File: src/rtl/reg_wb_scoreboard.sv
// Pending-write scoreboard for the MIPS register file: decode issues destinations,
// writeback retires them, and rs/rt queries report outstanding writes for hazard stalls.
module reg_wb_scoreboard #(
  parameter int CNT_W = 2,
  parameter int TOT_W = 8
) (
  input  logic             i_clk,
  input  logic             i_reset,
  input  logic             i_flush,
  input  logic             i_issue_en,
  input  logic [4:0]       i_issue_addr,
  output logic             o_issue_ready,
  input  logic             i_wb_en,
  input  logic [4:0]       i_wb_addr,
  output logic             o_wb_err,
  input  logic [4:0]       i_rs_addr,
  input  logic [4:0]       i_rt_addr,
  output logic             o_rs_busy,
  output logic             o_rt_busy,
  output logic             o_stall,
  output logic [TOT_W-1:0] o_pend_total
);

  localparam logic [CNT_W-1:0] CNT_MAX  = {CNT_W{1'b1}};
  localparam logic [CNT_W-1:0] CNT_ZERO = {CNT_W{1'b0}};
  localparam logic [CNT_W-1:0] CNT_ONE  = {{(CNT_W-1){1'b0}}, 1'b1};
  localparam logic [TOT_W-1:0] TOT_ONE  = {{(TOT_W-1){1'b0}}, 1'b1};

  logic [CNT_W-1:0] r_cnt [1:31];
  logic [TOT_W-1:0] r_pend_total;
  logic             r_wb_err;

  logic [CNT_W-1:0] w_issue_cnt;
  logic [CNT_W-1:0] w_wb_cnt;
  logic [CNT_W-1:0] w_rs_cnt;
  logic [CNT_W-1:0] w_rt_cnt;
  logic             w_issue_inc;
  logic             w_wb_valid;
  logic             w_wb_dec;
  logic             w_wb_under;

  // Register 0 has no counter; it always reads as zero pending.
  function automatic logic [CNT_W-1:0] cnt_of(input logic [4:0] addr,
                                              input logic [CNT_W-1:0] cnt [1:31]);
    logic [CNT_W-1:0] val;
    if (addr == 5'd0) begin
      val = CNT_ZERO;
    end else begin
      val = cnt[addr];
    end
    return val;
  endfunction

  // Counter lookups, acceptance decode and query outputs.
  always_comb begin
    w_issue_cnt   = cnt_of(i_issue_addr, r_cnt);
    w_wb_cnt      = cnt_of(i_wb_addr, r_cnt);
    w_rs_cnt      = cnt_of(i_rs_addr, r_cnt);
    w_rt_cnt      = cnt_of(i_rt_addr, r_cnt);
    o_issue_ready = !((i_issue_addr != 5'd0) && (w_issue_cnt == CNT_MAX));
    w_issue_inc   = i_issue_en && o_issue_ready && (i_issue_addr != 5'd0);
    w_wb_valid    = i_wb_en && (i_wb_addr != 5'd0);
    w_wb_dec      = w_wb_valid && (w_wb_cnt != CNT_ZERO);
    w_wb_under    = w_wb_valid && (w_wb_cnt == CNT_ZERO);
    o_rs_busy     = (w_rs_cnt != CNT_ZERO);
    o_rt_busy     = (w_rt_cnt != CNT_ZERO);
    o_stall       = o_rs_busy || o_rt_busy;
  end

  // Counter, total and error state; flush squashes any same-cycle issue/wb.
  always_ff @(posedge i_clk or negedge i_reset) begin
    if (!i_reset) begin
      for (int i = 1; i < 32; i++) begin
        r_cnt[i] <= CNT_ZERO;
      end
      r_pend_total <= {TOT_W{1'b0}};
      r_wb_err     <= 1'b0;
    end else if (i_flush) begin
      for (int i = 1; i < 32; i++) begin
        r_cnt[i] <= CNT_ZERO;
      end
      r_pend_total <= {TOT_W{1'b0}};
      r_wb_err     <= 1'b0;
    end else begin
      for (int i = 1; i < 32; i++) begin
        if (w_issue_inc && (i_issue_addr == 5'(i)) && !(w_wb_dec && (i_wb_addr == 5'(i)))) begin
          r_cnt[i] <= r_cnt[i] + CNT_ONE;
        end else if (w_wb_dec && (i_wb_addr == 5'(i)) && !(w_issue_inc && (i_issue_addr == 5'(i)))) begin
          r_cnt[i] <= r_cnt[i] - CNT_ONE;
        end else begin
          r_cnt[i] <= r_cnt[i];
        end
      end
      if (w_issue_inc && !w_wb_dec) begin
        r_pend_total <= r_pend_total + TOT_ONE;
      end else if (w_wb_dec && !w_issue_inc) begin
        r_pend_total <= r_pend_total - TOT_ONE;
      end else begin
        r_pend_total <= r_pend_total;
      end
      r_wb_err <= w_wb_under;
    end
  end

  assign o_wb_err     = r_wb_err;
  assign o_pend_total = r_pend_total;

endmodule

File: config.mk
export PLATFORM = sky130hd
export DESIGN_NAME = reg_wb_scoreboard
export DESIGN_NICKNAME = d
export VERILOG_FILES = /design/src/rtl/reg_wb_scoreboard.sv
export SDC_FILE = /design/constraint.sdc
export NUM_CORES = 1
export LEC_CHECK = 0
export ABC_AREA = 1
export CORE_ASPECT_RATIO = 1.2
export CORE_MARGIN = 1
export CORE_UTILIZATION = 50
export DETAILED_ROUTE_END_ITERATION = 16
export PLACE_DENSITY = 0.71
export REMOVE_ABC_BUFFERS = 1
export SLEW_MARGIN = 20
export SYNTH_ARGS = -nofsm -noshare
export SYNTH_HDL_FRONTEND = slang
export SYNTH_SLANG_ARGS = --single-unit
export TNS_END_PERCENT = 30
File: constraint.sdc
create_clock -name i_clk -period 2.99 [get_ports i_clk]
set_input_delay 0.598 -clock i_clk [delete_from_list [all_inputs] [get_ports i_clk]]
set_output_delay 0.598 -clock i_clk [all_outputs]
set_load 0.005 [all_outputs]
Word level (Yosys, flattened, before mapping)
Index checks and enable logic that the tools add are counted.

Register bits: 71. Input port bits: 25. Output and inout bits: 13. Logic and storage cells: 491.

Add/subtract/negate cells: 64. Order comparisons: 4. Eq/ne operators: 63. Mux-type cells: 83. Bitwise logic cells: 4. Reduce and logical (&&, ||, !) cells: 240.

Operators by type and width (number): 5-bit equality test (second input constant) (32); 2-bit 2-to-1 mux (74); 1-bit logical AND (132); 3-bit nonzero test (32); 5-bit by 4-bit equality test with 1-bit output (second input constant) (16); 1-bit logical NOT (65); 2-bit by 1-bit adder with 2-bit output (second input constant) (31); 62-bit 2-to-1 mux (1); 2-bit by 1-bit subtractor with 2-bit output (second input constant) (31); 2-bit binary-select mux with 5-bit select (4); 5-bit by 3-bit equality test with 1-bit output (second input constant) (8); 6-bit greater-or-equal comparator (second input constant) (4); 8-bit 2-to-1 mux (3); 5-bit NOT with 6-bit output (4); 5-bit by 2-bit equality test with 1-bit output (second input constant) (4); 5-bit logical NOT (4); 5-bit by 1-bit equality test with 1-bit output (second input constant) (2); 5-bit nonzero test (2); 8-bit by 1-bit adder with 8-bit output (second input constant) (1); 8-bit by 1-bit subtractor with 8-bit output (second input constant) (1); 2-bit nonzero test (3); 2-bit equality test (second input constant) (1); 2-bit logical NOT (1); 1-bit logical OR (1); 1-bit 2-to-1 mux (1).

Depth between registers and ports, before layout
Depth in word-level cells: 16. Mapped depth: 28. Depth with buffers taken out: 24.

Worst setup path before layout
Ideal clock, no wire load.

Path type: input port to flip-flop. From: input i_issue_addr[0]. To: register r_pend_total[7], in the netlist o_pend_total[7]. Library setup time: 0.122 ns. Data arrival time: 3.210 ns. Data required time: 2.868 ns. Path slack: -0.343 ns. Stages on the path: 25. Buffers on the path: 4. Path through: buf_4 > buf_4 > nand2_2 > inv_2 > nand3_1 > nand3_1 > nor2_1 > nand2_1 > nand3_2 > buf_6 > nand2_2 > nor2_4 > buf_6 > nand2_4 > ha_1 > a21oi_1 > nand2_1 > a21o_1 > nand2_1 > nand2_1 > a21o_1 > a21oi_1 > nand3_1 > nand2_1 > o21ai_1.

Longest elaborated chain between the ends: 13. Elaborated cells between the ends (all ways): 18. Those cells by class: eq/ne: 1; mux: 6; bitwise: 1; reduce/logical: 10.

Ends and longest elaborated chain: start: declaration (RTL line 11) `input logic [4:0] i_issue_addr,`; 5-bit NOT with 6-bit output (implied by the code) (RTL line 49) `val = cnt[addr];`; 2-bit binary-select mux with 5-bit select (RTL line 49); 2-bit 2-to-1 mux (implied by the code) (2 in a row) (RTL line 49); 2-bit 2-to-1 mux (RTL line 46) `if (addr == 5'd0) begin`; 2-bit equality test (RTL line 60) `o_issue_ready = !((i_issue_addr != 5'd0) && (w_issue_cnt == CNT_MAX));`; 1-bit logical AND (RTL line 60); 1-bit logical NOT (RTL line 60); 1-bit logical AND (RTL line 61) `w_issue_inc = i_issue_en && o_issue_ready && (i_issue_addr != 5'd0);`; 1-bit logical AND (*) (RTL line 61); 1-bit logical AND or 1-bit logical NOT (tied branches) (RTL line 94, 96); 8-bit 2-to-1 mux or 1-bit logical AND (tied branches) (RTL line 94, 96); 8-bit 2-to-1 mux or 3-bit nonzero test (tied branches); end signal: assignment (RTL line 82) `r_pend_total <= {TOT_W{1'b0}};`; end signal: assignment (RTL line 95) `r_pend_total <= r_pend_total + TOT_ONE;`; end signal: assignment (RTL line 97) `r_pend_total <= r_pend_total - TOT_ONE;`; end: declaration (RTL line 30) `logic [TOT_W-1:0] r_pend_total;`.

Mark *: on every way between the ends. The rest lies on a longest branch, timed or not. The select of a mux whose other input is x is not followed. A chain may end at the register's enable or synchronous reset.

Worst setup path in the final report
From: register r_cnt[57] (netlist name). To: output o_rs_busy.

Longest elaborated chain between the ends: 5.

Ends and longest elaborated chain: start: declaration (RTL line 29) `logic [CNT_W-1:0] r_cnt [1:31];`; start signal: indexed assignment (RTL line 87) `r_cnt[i] <= r_cnt[i] + CNT_ONE;`; start signal: indexed assignment (RTL line 89) `r_cnt[i] <= r_cnt[i] - CNT_ONE;`; start signal: indexed assignment (RTL line 91) `r_cnt[i] <= r_cnt[i];`; 2-bit binary-select mux with 5-bit select (RTL line 49); 2-bit 2-to-1 mux (implied by the code) (2 in a row) (RTL line 49); 2-bit 2-to-1 mux (RTL line 46); 2-bit nonzero test (RTL line 65) `o_rs_busy = (w_rs_cnt != CNT_ZERO);`; end: declaration (RTL line 18) `output logic o_rs_busy,`.

Every way passes these cells. The select of a mux whose other input is x is not followed.

==> results.json <==
{
  "outcome": "complete, no violations",
  "cp_cell_sequence": "or2_2, buf_4, o22ai_1, o221ai_1, a21o_1, nand2_1, inv_1, clkdlybuf4s50_1",
  "synth.avg_cell_area_um2": 5.793,
  "path_class": "flop to output port",
  "setup_viol": 0,
  "die_area_um2": 15780,
  "numCtsBuffers": 9,
  "total_power_uw": 3641,
  "ys_async_sr_fraction_pct": 100.0,
  "min_path_type": "primary input to async pin",
  "place_hpwl_mm": 20.99,
  "drc": 0,
  "setup_slack_ns": 0.03751,
  "fmax_ghz": 0.3387,
  "diodes": 0,
  "syn_to_final_growth_pct": 23.91,
  "synth_edf_count": 0,
  "drt-initial-drc-count": 844,
  "die_h_um": 137.4,
  "ant_nets": 0,
  "grt_antenna_before_repair": 0,
  "critPathLaunchType": "flop",
  "period_needed_ns": 2.952,
  "cpPeakStageDelay_ns": 0.43,
  "routedWlPerCell_um": 16.69,
  "cts-root-buf": "clkbuf_16",
  "timing.final.crit_share_pct": 98.75,
  "final_net_count": 1488,
  "coreArea_um2": 14960,
  "grt_pass1_vias": 8316,
  "grt_max_degree": 72,
  "setup.worst_path.end_class": "output port",
  "seq_area_frac_synth_pct": 23.25,
  "drt-vias-per-instance": 5.587,
  "tns_ns": 0,
  "critPathSlowestCell": "clkdlybuf4s50_1",
  "cp_max_fo": 4,
  "die_x_um": 114.9,
  "start_util_pct": 51.08,
  "dp_slack_ns": -0.7443,
  "layout_commonest_cell": "nand2_1",
  "tightestPinTransition_ns": 0.9429,
  "synth_cell_types": 45,
  "num_vias": 9297,
  "grt_pass1_wl_mm": 42.83,
  "power_leakage_uw": 0.004882,
  "synth_flop_cell": "dfrtp_1",
  "rrSetupSlack_ns": 0.20,
  "slew_headroom_pct": 37.14,
  "worstRegToRegCells": 19,
  "gp_congestion": 1.045,
  "cts.sinks": 71,
  "place.port_buffers": 37,
  "htree_levels": 3,
  "rsz0062_at_grt": "yes",
  "fillCellCount": 1481,
  "drt-total-wl_mm": 27.76,
  "clkTransAtPathRegs_ns": 0.06,
  "worstSkewPairLatency_ns": 0.35,
  "hold_violations": 0,
  "maxCapViolCount": 0,
  "cts_tree": "built",
  "syn_inst": 1319,
  "ir_drop_mv": 0.3258,
  "ys_ff_latch": 71,
  "final_cell_mix": "nand2_1, nand3_1, inv_1, buf_4, nor2_1",
  "dp_cells": 1641,
  "grt_use_total_pct": 35.91,
  "clk_path_buf_depth": 2,
  "rows": 49,
  "synth_area_um2": 7641,
  "cellPowerDensity_nw_per_um2": 384.5,
  "drtPass1Iterations": 5,
  "crit_arrival_ns": 2.35,
  "drive_above_1_share_pct": 17.81,
  "ioPinCount": 38,
  "fin_worst_skew_ns": 0.007775,
  "timing.final.max_slew_violations": 0,
  "ys_warn_count": 0,
  "crit_required_ns": 2.39,
  "final_cells": 1664,
  "grt-ovfl-total": 0
}
==> routing by layer <==
metal	vias to the layer above	track usage, %	wire length [um]
li1	4491	-	-
met1	4267	44.70	11380
met2	432	57.13	12440
met3	107	6.379	2218
met4	0	23.16	1730
met5	-	0	0
==> cell families (layout without fill, tap and decap cells) <==
kind of cell	count (synthesis)	count (layout)	synth area share (%)
compound gates	127	127	9.367
xor+xnor	5	5	0.5732
fa+ha+maj	7	7	1.244
buf+inv	240	381	13.33
flops	71	71	23.25
simple gates	869	869	52.24
==> per-stage QoR <==
step	util [%]	hold slack (ns)	cell area, um2
after CTS	62.46	0.4380	9344
after global placement	60.10	0.4902	8990
final	63.29	0.3953	9468
after global routing	63.29	0.4926	9468
after detailed placement	60.10	0.5024	8990
after floorplan	-	0.3024	7351
==> worst max-delay path: cells and delay by family, from the launching register on <==
family	cells	cell delay (ns)
AND/OR/NAND/NOR	2	0.42
flip-flops	1	0.41
buffers and inverters	3	0.66
AO/OA/AOI/OAI	3	0.51
==> what timing repair did <==
action / in CTS / in global routing
hold buffers: 0 / 0
buffers inserted: 0 / 7
gates cloned: 1 / 0
endpoints found under the setup margin: 34 / 7
pin swaps: 3 / 6
endpoints found under the hold margin: 0 / 0
gates resized for setup: 37 / 49
==> power breakdown <==
part | internal (uW) | leakage (uW) | switching, uW | total [uW]
clock | 724 | 0.000151 | 439 | 1160
sequential | 1060 | 0.000949 | 143 | 1200
combinational | 530 | 0.00378 | 747 | 1280
total | 2310 | 0.00488 | 1330 | 3640
==> layout make-up <==
type,instances,area (um2),area share (%)
inverters,194,730.7,7.718
multi-input cells,1008,4928,52.06
clock buffers,9,225.2,2.379
flip-flops and latches,71,1784,18.84
well taps,204,255.2,2.696
repair buffers,172,1458,15.40
clock inverters,6,86.33,0.9119
==> synth_stat cells (all sizes together), types with 2 or more instances <==
library cell,number,area share (%)
dfrtp,71,23
or2,2,0.16
a21o,3,0.29
a31oi,3,0.25
xnor2,3,0.34
o211ai,3,0.29
nand3,191,14
inv,186,9.1
buf,32,3.1
nor3,6,0.39
nand2,483,24
nand4,46,5.5
o221ai,2,0.23
clkinv,8,0.39
a21oi,39,2.8
ha,6,0.98
o22ai,8,0.66
and3,17,1.4
o21ai,62,4.1
xor2,2,0.23
clkbuf,14,0.69
nor2,124,6.5
==> path summary, 6_finish.rpt <==
check | from | to
max in group asynchronous | i_reset | r_cnt[40]$_DFFE_PN0P_
hold / removal | i_reset | r_cnt[32]$_DFFE_PN0P_
hold reg to reg | r_cnt[14]$_DFFE_PN0P_ | r_cnt[14]$_DFFE_PN0P_
setup reg to reg | r_cnt[34]$_DFFE_PN0P_ | o_pend_total[7]$_DFFE_PN0P_
min in group i_clk | r_cnt[14]$_DFFE_PN0P_ | r_cnt[14]$_DFFE_PN0P_
setup / recovery | r_cnt[57]$_DFFE_PN0P_ | o_rs_busy
==> sequential cells by signal, indices dropped and copies added (netlist names) <==
signal and count:
r_cnt 62, o_pend_total 8, o_wb_err 1
(Power assumes the default switching activity.)
